==> src/rtl/countdown_timer.sv <==
// Seconds countdown timer with prescaler, pause, one-shot/auto-reload modes.
// Optional warning flag enabled by defining COUNTDOWN_TIMER_WARN_EN.
module countdown_timer #(
  parameter int SYS_FREQ = 50000000,
  parameter int WIDTH    = 5,
  parameter int WARN_SEC = 3
) (
  input  logic             clk,
  input  logic             rst_n,
  input  logic             time_f,
  input  logic [WIDTH-1:0] time_v,
  input  logic             reload_f,
  input  logic             pause_f,
  output logic [WIDTH-1:0] timeleft,
  output logic             end_f,
  output logic             end_p,
  output logic             sec_p,
  output logic             busy,
  output logic             warn_f
);

  localparam int            TW       = $clog2(SYS_FREQ);
  localparam logic [TW-1:0] TICK_MAX = TW'(SYS_FREQ - 1);

  typedef enum logic [1:0] {
    IDLE    = 2'd0,
    RUN     = 2'd1,
    PAUSED  = 2'd2,
    EXPIRED = 2'd3
  } state_t;

  state_t           state_r;
  logic [TW-1:0]    ticks_r;
  logic             mode_r;
  logic [WIDTH-1:0] reload_r;
  logic [WIDTH-1:0] timeleft_r;
  logic             end_f_r;
  logic             end_p_r;
  logic             sec_p_r;
  logic             busy_r;

  logic             count_s;
  logic             wrap_s;
  logic             last_s;
  logic [WIDTH-1:0] tl_nxt_s;

  // Counting happens in RUN, and also on the edge that leaves PAUSED
  assign count_s = ((state_r == RUN) || (state_r == PAUSED)) && !pause_f;
  assign wrap_s  = count_s && (ticks_r == TICK_MAX);
  assign last_s  = wrap_s && (timeleft_r == WIDTH'(1'b1));

  // Next remaining-seconds value, shared by the timeleft and warning registers
  always_comb begin
    tl_nxt_s = timeleft_r;
    if (time_f) begin
      tl_nxt_s = time_v;
    end else if (last_s) begin
      if (mode_r) begin
        tl_nxt_s = reload_r;
      end else begin
        tl_nxt_s = {WIDTH{1'b0}};
      end
    end else if (wrap_s) begin
      tl_nxt_s = timeleft_r - WIDTH'(1'b1);
    end else begin
      tl_nxt_s = timeleft_r;
    end
  end

  // Main state machine with registered outputs
  always_ff @(posedge clk or negedge rst_n) begin
    if (!rst_n) begin
      state_r    <= IDLE;
      ticks_r    <= {TW{1'b0}};
      mode_r     <= 1'b0;
      reload_r   <= {WIDTH{1'b0}};
      timeleft_r <= {WIDTH{1'b0}};
      end_f_r    <= 1'b0;
      end_p_r    <= 1'b0;
      sec_p_r    <= 1'b0;
      busy_r     <= 1'b0;
    end else begin
      end_p_r    <= 1'b0;
      sec_p_r    <= 1'b0;
      timeleft_r <= tl_nxt_s;
      if (time_f) begin
        ticks_r  <= {TW{1'b0}};
        mode_r   <= reload_f;
        reload_r <= time_v;
        if (time_v != {WIDTH{1'b0}}) begin
          state_r <= RUN;
          end_f_r <= 1'b0;
          busy_r  <= 1'b1;
        end else begin
          state_r <= EXPIRED;
          end_f_r <= 1'b1;
          end_p_r <= 1'b1;
          busy_r  <= 1'b0;
        end
      end else begin
        case (state_r)
          IDLE: begin
            ticks_r <= {TW{1'b0}};
          end
          RUN, PAUSED: begin
            if (pause_f) begin
              state_r <= PAUSED;
            end else if (wrap_s) begin
              ticks_r <= {TW{1'b0}};
              sec_p_r <= 1'b1;
              if (last_s) begin
                end_p_r <= 1'b1;
                if (mode_r) begin
                  state_r <= RUN;
                end else begin
                  state_r <= EXPIRED;
                  end_f_r <= 1'b1;
                  busy_r  <= 1'b0;
                end
              end else begin
                state_r <= RUN;
              end
            end else begin
              ticks_r <= ticks_r + TW'(1'b1);
              state_r <= RUN;
            end
          end
          EXPIRED: begin
            ticks_r <= {TW{1'b0}};
          end
          default: begin
            state_r <= IDLE;
            ticks_r <= {TW{1'b0}};
            busy_r  <= 1'b0;
          end
        endcase
      end
    end
  end

`ifdef COUNTDOWN_TIMER_WARN_EN
  localparam logic [31:0] WARN_V = 32'(WARN_SEC);

  logic warn_f_r;

  // A nonzero timeleft only exists in RUN/PAUSED, so the value alone decides
  always_ff @(posedge clk or negedge rst_n) begin
    if (!rst_n) begin
      warn_f_r <= 1'b0;
    end else begin
      warn_f_r <= (tl_nxt_s != {WIDTH{1'b0}}) && (32'(tl_nxt_s) <= WARN_V);
    end
  end

  assign warn_f = warn_f_r;
`else
  assign warn_f = 1'b0;
`endif

  assign timeleft = timeleft_r;
  assign end_f    = end_f_r;
  assign end_p    = end_p_r;
  assign sec_p    = sec_p_r;
  assign busy     = busy_r;

endmodule

==> config.mk <==
export PLATFORM = sky130hd
export DESIGN_NAME = countdown_timer
export DESIGN_NICKNAME = d
export VERILOG_FILES = /design/src/rtl/countdown_timer.sv
export SDC_FILE = /design/constraint.sdc
export NUM_CORES = 1
export LEC_CHECK = 0
export ABC_AREA = 0
export ABC_CLOCK_PERIOD_IN_PS = 4650
export BUFFER_PORTS_ARGS = -buffer_cell sky130_fd_sc_hd__buf_4
export CORE_MARGIN = 4
export CORE_UTILIZATION = 50
export DETAILED_ROUTE_END_ITERATION = 12
export PLACE_DENSITY = 0.66
export SYNTH_ARGS = -nofsm -noshare
export SYNTH_HDL_FRONTEND = slang
export SYNTH_SLANG_ARGS = --single-unit
==> constraint.sdc <==
create_clock -name clk -period 4.65 [get_ports clk]
set_clock_uncertainty 0.2 [all_clocks]
set_input_delay 0.93 -clock clk [delete_from_list [all_inputs] [get_ports clk]]
set_output_delay 0.93 -clock clk [all_outputs]
set_load 0.01 [all_outputs]
==> qor.yml <==
synthesis:
  netlist_area_sq_um: 2340
  synthArstFlopShare: 1.00
  synthTopCellsByCount: "43 x dfrtp_1, 29 x nor2_1, 23 x nand2_1"
  synthFlopType: "dfrtp_1"
  synth_top_cells_by_area: "dfrtp_1 46%, xnor2_1 7.9%, nor2_1 4.6%"
  syn_nets: 266
  seq_area_frac_synth: 0.460
  synth_top_area_share: 0.460
  avgSynthCellArea_sq_um: 9.25
  syn-instance-count: 253
  ys_warn_count: 0
  synth_most_common_cell: "dfrtp_1"
  yosys.area.top_type: "dfrtp_1"
  synth_seq_cells: 43
  synth-edff-count: 0
  ys_types: 40
place:
  dpl.hpwl_mm: 3.51
  io_buffer_count: 18
  gp_congestion: 0.788
  placed_area_sq_um: 2490
clocking:
  cts_buffers: 5
  post_cts_resized: 0
  cts_tree: "built"
  clk_path_buf_depth: 2
  cts_root_buffer: "clkbuf_8"
  cts_sinks: 43
  clk_pin_slew_ps: 80
  hold_buffers: 0
  cts_max_level: 2
  postCtsSetupBuffers: 0
  clock_latency_ps: 290
floorplanning:
  die_h_microns: 76.4
  num_rows: 24
  core_area_sq_um: 4440
  dieArea_sq_um: 5840
  start_util: 0.527
  ioPinCount: 20
  die_width_microns: 76.4
global_route:
  grtUsageMet3: 0.0402
  grt_pass1_wl_mm: 8.78
  grt_use_met1: 0.282
  grt_pass1_vias: 1764
  gr-usage-met2: 0.258
  grt.busiest_layer: "met1"
  grt_max_degree: 44
  antenna_found_initial: 0
  grt_remaining_overflow: 0
  grtUsageTotal: 0.184
critical_path:
  cp-end-kind: "register"
  worstPathRequired_ps: 4610
  critPathMaxFanout: 23
  crit_type: "reg2reg"
  critPathLaunchType: "register"
  crit_arrival_ps: 2920
layout:
  fin_nets: 279
  diodes: 0
  final_core_util: 0.578
  design_area_sq_um: 2570
  area_growth_syn_to_layout_pct: 9.67
  drive_above_1_share: 0.116
timing:
  tightestPinTransition_ps: 1190
  setup_viol_count_final: 0
  period_needed_ps: 2950
  whs_ps: 308
  finalHoldViolations: 0
  max_freq_mhz: 339
  relSlewSlack: 0.203
  fin_crit_sh: 0.635
  fin_tns_setup_ps: 0
  rsz0062_at_grt: "no"
  drv_slew: 0
routing:
  vias: 1869
  antenna_left: 0
  drcViolationCount: 0
  post_drt_wl_per_cell_microns: 15.7
  drt_wl_total_mm: 4.99
  drt_first_pass_iters: 4
  drtIter0Drc: 118
  viasPerCell: 5.86
power:
  power_w: 0.000710
  leakagePower_nw: 1.02
  ir_drop_v: 0.000112
  p_per_area_nw_per_um2: 276
job:
  cap_violations: 0
worst_hold_path:
  min_path_type: "reg2reg"
status:
  status: "completed"
-- worst max-delay path, stage by stage (launching register included) --
cell	delay, ps
dfrtp_1	460
ha_1	330
nand4_4	190
or3_1	440
or4_1	660
nand2_2	430
nor2_1	110
-- flip-flops by register name (all words and copies together) (netlist names) --
signal and cells:
timeleft 5, end_f 1, busy 1, state_r 2
end_p 1, reload_r 5, ticks_r 26, mode_r 1
sec_p 1
-- report_power, final --
part           internal [W]  total (W)  switching [W]
clock              0.000105   0.000226       0.000121
sequential         0.000387   0.000403      0.0000161
combinational     0.0000323  0.0000804      0.0000480
-- per-stage QoR --
stage          instances  setup slack [ps]
2_1_floorplan        253              1960
3_3_place_gp         311              1640
3_5_place_dp         311              1640
4_1_cts              319              1700
5_1_grt              319              1480
6_report             319              1700
-- worst paths after layout --
check	from	end	slack, ps	cells past startpoint
max	ticks_r[0]	ticks_r[12]	1700	6
min	reload_r[0]	reload_r[0]	310	1
max reg2reg	ticks_r[0]	ticks_r[12]	1700	6
min reg2reg	reload_r[0]	reload_r[0]	310	1
max in group asynchronous	rst_n	reload_r[0]	3460	1
min in group asynchronous	rst_n	timeleft[2]	410	1
-- cell usage in the layout (no fill, tap or decap), types with 2 or more instances in the layout --
| master | instances |
|---|---|
| nand2_1 | 23 |
| nand3_1 | 17 |
| clkbuf_1 | 2 |
| nor2_1 | 29 |
| mux2i_1 | 2 |
| dfrtp_1 | 43 |
| o31a_1 | 2 |
| xor2_1 | 6 |
| or4_1 | 6 |
| and3_1 | 3 |
| or3_1 | 2 |
| xnor2_1 | 21 |
| ha_1 | 3 |
| o21ai_0 | 12 |
| a21oi_1 | 4 |
| nor2b_1 | 2 |
| o311ai_0 | 2 |
| buf_4 | 18 |
| clkbuf_8 | 5 |
| and4_1 | 4 |
| mux2_2 | 3 |
| nand4b_1 | 2 |
| inv_1 | 10 |
| nor3_1 | 15 |
| nor4_1 | 8 |
| nand4_1 | 7 |
-- routing by layer --
metal	up-vias	share of wire
met5	-	0
met4	0	0.0096
met3	6	0.036
met2	29	0.44
met1	909	0.52
li1	925	-
-- logic make-up (layout without fill, tap and decap cells) --
| family | after synthesis | after routing | synth area share |
|---|---|---|---|
| xor+xnor | 27 | 27 | 0.101 |
| flops | 43 | 43 | 0.460 |
| fa+ha+maj | 3 | 3 | 0.0160 |
| other cells | 1 | 1 | 0.00160 |
| simple gates | 125 | 125 | 0.284 |
| buf+inv | 22 | 36 | 0.0417 |
| mux | 5 | 5 | 0.0230 |
| compound gates | 27 | 27 | 0.0727 |
-- cell type report --
| class | instances | area, sq um |
|---|---|---|
| clock buffer | 7 | 76.3 |
| timing repair buffer | 18 | 135 |
| tap | 52 | 65.1 |
| multi-input combinational | 188 | 1170 |
| clock inverter | 1 | 5.00 |
| fill | 424 | 1880 |
| inverter | 10 | 37.5 |
| sequential | 43 | 1080 |
Power figures use the tool's default switching activity.
